### config.mk
export PLATFORM = sky130hd
export DESIGN_NAME = thumb_fetch_queue
export DESIGN_NICKNAME = d
export VERILOG_FILES = /design/src/rtl/thumb_fetch_queue_pkg.sv /design/src/rtl/thumb_fetch_queue_hw_queue.sv /design/src/rtl/thumb_fetch_queue.sv
export SDC_FILE = /design/constraint.sdc
export NUM_CORES = 1
export LEC_CHECK = 0
export ABC_CLOCK_PERIOD_IN_PS = 9300
export CAP_MARGIN = 20
export CORE_ASPECT_RATIO = 1.75
export CORE_MARGIN = 4
export CORE_UTILIZATION = 61
export DETAILED_ROUTE_END_ITERATION = 10
export PLACE_DENSITY_LB_ADDON = 0.1
export SETUP_SLACK_MARGIN = 0.15
export SLEW_MARGIN = 20
export SYNTH_ARGS = -nofsm -noshare
export SYNTH_HDL_FRONTEND = slang
export SYNTH_SLANG_ARGS = --single-unit
export TNS_END_PERCENT = 10
### constraint.sdc
create_clock -name clk -period 9.3 [get_ports clk]
set_clock_uncertainty 0.2 [all_clocks]
set_input_delay 1.86 -clock clk [delete_from_list [all_inputs] [get_ports clk]]
set_output_delay 1.86 -clock clk [all_outputs]
set_load 0.01 [all_outputs]
### src/rtl/thumb_fetch_queue_pkg.sv
// Shared definitions for the Thumb fetch front end: T32 prefix decode and halfword move counts.
// Decode imports the same is_t32() so both sides agree on instruction length.
package thumb_fetch_queue_pkg;

    localparam logic [4:0] T32_PFX_A = 5'b11101;
    localparam logic [4:0] T32_PFX_B = 5'b11110;
    localparam logic [4:0] T32_PFX_C = 5'b11111;

    typedef enum logic [1:0] {
        HW_NONE = 2'd0,
        HW_ONE  = 2'd1,
        HW_TWO  = 2'd2
    } hw_cnt_e;

    function automatic logic is_t32(input logic [15:0] hw);
        return (hw[15:11] == T32_PFX_A) || (hw[15:11] == T32_PFX_B) ||
               (hw[15:11] == T32_PFX_C);
    endfunction

endpackage

### src/rtl/thumb_fetch_queue_hw_queue.sv
// Halfword ring buffer: push 0/1/2 and pop 0/1/2 per cycle, flush clears pointers and count.
// The two oldest entries are always visible so a 32-bit instruction can be assembled combinationally.
module thumb_fetch_queue_hw_queue
    import thumb_fetch_queue_pkg::*;
#(
    parameter int DEPTH = 8
) (
    input  logic                       clk,
    input  logic                       rst_n,
    input  logic                       flush,
    input  hw_cnt_e                    push_n,
    input  logic [15:0]                push_hw0,
    input  logic [15:0]                push_hw1,
    input  hw_cnt_e                    pop_n,
    output logic [$clog2(DEPTH):0]     count,
    output logic [15:0]                hw0,
    output logic [15:0]                hw1
);

    localparam int AW = $clog2(DEPTH);
    localparam int CW = AW + 1;

    logic [15:0]   mem_q [DEPTH];
    logic [15:0]   mem_d [DEPTH];
    logic [AW-1:0] rd_q, rd_d;
    logic [AW-1:0] wr_q, wr_d;
    logic [CW-1:0] cnt_q, cnt_d;
    logic [CW:0]   cnt_sum;

    always_comb begin
        mem_d   = mem_q;
        cnt_sum = {1'b0, cnt_q} + (CW+1)'(push_n) - (CW+1)'(pop_n);
        cnt_d   = cnt_sum[CW-1:0];
        wr_d    = wr_q + AW'(push_n);
        rd_d    = rd_q + AW'(pop_n);
        if (push_n != HW_NONE) begin
            mem_d[wr_q] = push_hw0;
        end
        if (push_n == HW_TWO) begin
            mem_d[wr_q + AW'(1)] = push_hw1;
        end
        if (flush) begin
            rd_d  = '0;
            wr_d  = '0;
            cnt_d = '0;
        end
    end

    always_ff @(posedge clk or negedge rst_n) begin
        if (!rst_n) begin
            for (int i = 0; i < DEPTH; i++) begin
                mem_q[i] <= '0;
            end
            rd_q  <= '0;
            wr_q  <= '0;
            cnt_q <= '0;
        end else begin
            mem_q <= mem_d;
            rd_q  <= rd_d;
            wr_q  <= wr_d;
            cnt_q <= cnt_d;
        end
    end

    assign count = cnt_q;
    assign hw0   = mem_q[rd_q];
    assign hw1   = mem_q[rd_q + AW'(1)];

    // Credit accounting upstream must make this impossible.
    no_overflow: assert property (@(posedge clk) disable iff (!rst_n)
                                  cnt_sum <= (CW+1)'(DEPTH));

endmodule

### src/rtl/thumb_fetch_queue.sv
// Decoupled Thumb/Thumb-2 fetch: credit-limited imem requests, halfword queue, 16/32-bit assembly.
// Redirects flush the queue and drop responses already in flight.
module thumb_fetch_queue
    import thumb_fetch_queue_pkg::*;
#(
    parameter int          DEPTH    = 8,
    parameter int          MAX_OUT  = 2,
    parameter logic [31:0] RESET_PC = 32'h0001_0000
) (
    input  logic        clk,
    input  logic        rst,
    output logic        imem_req_valid,
    input  logic        imem_req_ready,
    output logic [31:0] imem_req_addr,
    input  logic        imem_rsp_valid,
    input  logic [31:0] imem_rsp_data,
    input  logic        redirect_valid,
    input  logic [31:0] redirect_pc,
    output logic        instr_valid,
    input  logic        instr_ready,
    output logic [31:0] instr,
    output logic [31:0] instr_pc,
    output logic        instr_is32
);

    localparam int CW = $clog2(DEPTH) + 1;
    localparam int NW = CW + 4;

    logic [31:0]   fetch_pc_q, fetch_pc_d;
    logic [31:0]   head_pc_q, head_pc_d;
    logic [2:0]    out_q, out_d;
    logic [2:0]    disc_q, disc_d;
    logic          skip_lo_q, skip_lo_d;

    logic [CW-1:0] q_count;
    logic [15:0]   q_hw0, q_hw1;
    logic [15:0]   push_hw0, push_hw1;
    hw_cnt_e       push_n, pop_n;
    logic          flush;

    logic          hw0_is32;
    logic [NW-1:0] need;
    logic          credit_ok;
    logic          req_fire;
    logic          consume;

    thumb_fetch_queue_hw_queue #(.DEPTH(DEPTH)) u_hw_queue (
        .clk      (clk),
        .rst_n    (rst),
        .flush    (flush),
        .push_n   (push_n),
        .push_hw0 (push_hw0),
        .push_hw1 (push_hw1),
        .pop_n    (pop_n),
        .count    (q_count),
        .hw0      (q_hw0),
        .hw1      (q_hw1)
    );

    assign hw0_is32    = is_t32(q_hw0);
    assign instr_valid = hw0_is32 ? (q_count >= CW'(2)) : (q_count >= CW'(1));
    assign instr       = !instr_valid ? 32'h0 :
                         hw0_is32     ? {q_hw1, q_hw0} : {16'h0, q_hw0};
    assign instr_is32  = (q_count != '0) && hw0_is32;
    assign instr_pc    = head_pc_q;

    // Every outstanding word reserves two slots, so responses always fit.
    assign need      = NW'(q_count) + NW'({out_q, 1'b0}) + NW'(2);
    assign credit_ok = (out_q < 3'(MAX_OUT)) && (need <= NW'(DEPTH));

    assign imem_req_valid = rst && !redirect_valid && credit_ok;
    assign imem_req_addr  = fetch_pc_q;
    assign req_fire       = imem_req_valid && imem_req_ready;
    assign consume        = instr_valid && instr_ready;

    always_comb begin
        fetch_pc_d = fetch_pc_q;
        head_pc_d  = head_pc_q;
        disc_d     = disc_q;
        skip_lo_d  = skip_lo_q;
        flush      = 1'b0;
        push_n     = HW_NONE;
        pop_n      = HW_NONE;
        push_hw0   = skip_lo_q ? imem_rsp_data[31:16] : imem_rsp_data[15:0];
        push_hw1   = imem_rsp_data[31:16];
        out_d      = out_q + 3'(req_fire) - 3'(imem_rsp_valid);

        if (req_fire) begin
            fetch_pc_d = fetch_pc_q + 32'd4;
        end

        if (redirect_valid) begin
            flush      = 1'b1;
            head_pc_d  = redirect_pc & ~32'd1;
            fetch_pc_d = redirect_pc & ~32'd3;
            skip_lo_d  = redirect_pc[1];
            disc_d     = out_d;
        end else begin
            if (imem_rsp_valid) begin
                if (disc_q != '0) begin
                    disc_d = disc_q - 3'd1;
                end else begin
                    push_n    = skip_lo_q ? HW_ONE : HW_TWO;
                    skip_lo_d = 1'b0;
                end
            end
            if (consume) begin
                pop_n     = hw0_is32 ? HW_TWO : HW_ONE;
                head_pc_d = head_pc_q + (hw0_is32 ? 32'd4 : 32'd2);
            end
        end
    end

    always_ff @(posedge clk or negedge rst) begin
        if (!rst) begin
            fetch_pc_q <= RESET_PC;
            head_pc_q  <= RESET_PC;
            out_q      <= '0;
            disc_q     <= '0;
            skip_lo_q  <= 1'b0;
        end else begin
            fetch_pc_q <= fetch_pc_d;
            head_pc_q  <= head_pc_d;
            out_q      <= out_d;
            disc_q     <= disc_d;
            skip_lo_q  <= skip_lo_d;
        end
    end

endmodule
==> results.sh <==
export IMPL_cp_max_fo=40
export IMPL_clkLatencyLatePin_ns=0.50
export IMPL_clock_sinks=206
export IMPL_rows=71
export IMPL_drt_first_pass_iters=5
export IMPL_post_cts_resized=0
export IMPL_path_class="reg -> out"
export IMPL_syn_inst=1418
export IMPL_cp_data_required_time_ns=7.24
export IMPL_avgViaCountPerCell=6.505
export IMPL_antenna_cells=0
export IMPL_setup_viol_count_final=0
export IMPL_synth_flop_cell="dfrtp_1"
export IMPL_hold_class="reg -> reg"
export IMPL_synth_top_family_by_area="multiplexers"
export IMPL_arrival_ns=4.80
export IMPL_final_cell_mix="nand2_1, dfrtp_1, clkdlybuf4s50_1, o21ai_0, nor2_1"
export IMPL_rsz0062_at_grt="false"
export IMPL_yosysSeqAreaShare_pct=38.49
export IMPL_place_area_um2=15190
export IMPL_antenna_found_initial=0
export IMPL_grt_pass1_vias=11953
export IMPL_synth_area_top_cells="dfrtp_1, mux4_2, nand2_1"
export IMPL_fin_setup_tns_ns=0
export IMPL_path_clk_slew_ns=0.06
export IMPL_cts_htree_levels=1
export IMPL_cts_tree="built"
export IMPL_synthArstFlopShare_pct=100.0
export IMPL_layout_min_cycle_time_ns=6.862
export IMPL_pwr_share_seq_pct=35.9
export IMPL_yosysTopAreaCellShare_pct=38.10
export IMPL_worst_slew_pin_slew_ns=1.215
export IMPL_endpoint_kind="primary output"
export IMPL_die_y_um=204.1
export IMPL_fp_dieW_um=120.0
export IMPL_drt_iter0_drc=1062
export IMPL_fill_cells=1578
export IMPL_dr_total_vias=11866
export IMPL_dp_hpwl_um=27630
export IMPL_status="finished clean"
export IMPL_fin_area_um2=15810
export IMPL_final_max_slew_viol_count=0
export IMPL_hold_buffers=0
export IMPL_place_congestion=0.8833
export IMPL_max_slew_margin_pct=18.98
export IMPL_syn_area_um2=13400
export IMPL_avgSynthCellArea_um2=9.448
export IMPL_synth_adder_area_share_pct=3.194
export IMPL_combinationalPowerShare_pct=41.3
export IMPL_hold_viol=0
export IMPL_fp_coreArea_um2=21590
export IMPL_cap_violations=0
export IMPL_synthXorXnorAreaFrac_pct=1.046
export IMPL_p_switching_mw=1.277
export IMPL_cts_root_buf="clkbuf_16"
export IMPL_switching_share_pct=36.40
export IMPL_synth_mux_area_fraction_pct=23.18
export IMPL_yosys_area_share_simple_pct=16.25
export IMPL_port_buffers=164
export IMPL_yosysTopAreaCell="dfrtp_1"
export IMPL_initial_core_util_pct=62.06
export IMPL_nNetsFinal=1619
export IMPL_synth_edf_count=0
export IMPL_synth_distinct_cells=73
export IMPL_start_kind="flop"
export IMPL_ios=169
export IMPL_grt_overflow=0
export IMPL_post_cts_buffers=0
export IMPL_ant_nets=0
export IMPL_synth_compound_area_share_pct=13.22
export IMPL_p_int_mw=2.231
export IMPL_grt_pass1_wl_um=65000
export IMPL_syn2layout_area_growth_pct=18.00
export IMPL_vdd_ir_drop_max_uv=185.9
export IMPL_p_leak_nw=6.512
export IMPL_cts_made_buffers=21
export IMPL_dieArea_um2=24490
export IMPL_grt_max_degree=76
export IMPL_period_share_pct=73.78
export IMPL_mostFrequentLayoutCell="nand2_1"
export IMPL_grtUsageTotal_pct=33.50
export IMPL_p_clk_share_pct=22.8
export IMPL_p_per_area_nw_per_um2=221.9
export IMPL_routed_wl_um=40900
export IMPL_drc_errors=0
export IMPL_final_layout_size_suffix_gt1_share_pct=13.19
export IMPL_wl_per_cell_um=22.42
export IMPL_yosys_warnings=0
export IMPL_cts_buffer_depth=3
export IMPL_timing_fmax_mhz=145.7
export IMPL_ys_ff_latch=206
[sequential cells by signal, indices dropped and copies added (netlist names), 3 cells and up]
signal / count
out_q: 3
u_hw_queue.mem_q: 128
instr_pc: 31
u_hw_queue.count: 4
imem_req_addr: 30
u_hw_queue.wr_q: 3
disc_q: 3
u_hw_queue.rd_q: 3
[power by group through the flow]
stage	clock (mW)	combinational, mW	sequential [mW]
finish	0.799	1.45	1.26
global placement	0	1.39	1.25
detailed placement	0	1.43	1.26
floorplan	0	0.956	1.20
global route	0.845	1.59	1.28
CTS	0.805	1.45	1.25
[logic make-up (layout without fill, tap and decap cells)]
kind of cell	after synthesis	in the layout
compound gates	305	305
xor+xnor	16	16
fa+ha+maj	30	30
buf+inv	151	263
flops	206	206
mux	216	216
other cells	1	3
simple gates	493	493
[cell usage after synthesis (all sizes together), types with 3 or more instances]
cell type    n
nand2      246
dfrtp      204
o21ai      161
nor2       108
clkbuf      89
mux2i       86
mux4        66
mux2        64
a21oi       59
nand3       40
inv         36
buf         26
ha          23
nor3        22
a31oi       20
o211ai      14
o311ai      14
xnor2       11
nand4       10
nor2b       10
and2         8
and3         8
or4          8
fa           7
nor4         6
o31ai        6
nand3b       5
xor2         5
and4         4
or3          4
a211oi       3
a311oi       3
o31a         3
or2          3
[critical path, cell delays in order, from the launching register on]
cell and delay [ns]:
dfrtp_4 0.86, buf_4 0.54, mux4_2 0.36, mux2i_4 0.10
nor3_2 0.38, and2_1 0.34, nand2_1 0.53, a21oi_1 0.54
clkdlybuf4s50_1 0.63
[final cells by class]
cell class | count | area [um2] | share of cell area (%)
multi-input cells | 1063 | 7686 | 48.62
flip-flops and latches | 206 | 5161 | 32.65
repair buffers | 191 | 1843 | 11.66
clock buffers | 31 | 593.1 | 3.751
well taps | 292 | 365.4 | 2.311
inverters | 36 | 135.1 | 0.8548
clock inverters | 5 | 25.02 | 0.1583
[stage by stage]
stage                     setup slack, ns  util [%]  hold slack, ns  power, mW  std cells
after floorplan                     4.848         -          0.2997      2.160       1420
after global routing                2.168     73.23          0.3470      3.706       1824
after global placement              3.092     70.35          0.3203      2.641       1788
after detailed placement            3.031     70.35          0.3257      2.698       1788
after CTS                           2.465     73.21          0.3342      3.503       1824
final                               2.438     73.23          0.3351      3.507       1824
[worst paths after layout]
kind,from,to,slack (ns),cells after the start
min in group asynchronous,rst,imem_req_addr[4],1.14,1
min reg2reg,imem_req_addr[19],imem_req_addr[19],0.34,1
max in group asynchronous,rst,u_hw_queue.mem_q[57],6.30,2
max reg2reg,u_hw_queue.rd_q[0],instr_pc[30],3.86,13
min,imem_req_addr[19],imem_req_addr[19],0.34,1
max,u_hw_queue.rd_q[0],instr[31],2.44,8
[metal layers]
metal	part of all wire [%]	vias up	track usage (%)
met5	0	-	0
met3	7.2	184	5.123
met1	35	5759	38.64
met2	51	622	58.24
li1	-	5301	-
met4	7.2	0	20.48
No activity file was read; power rests on OpenSTA's default activity.
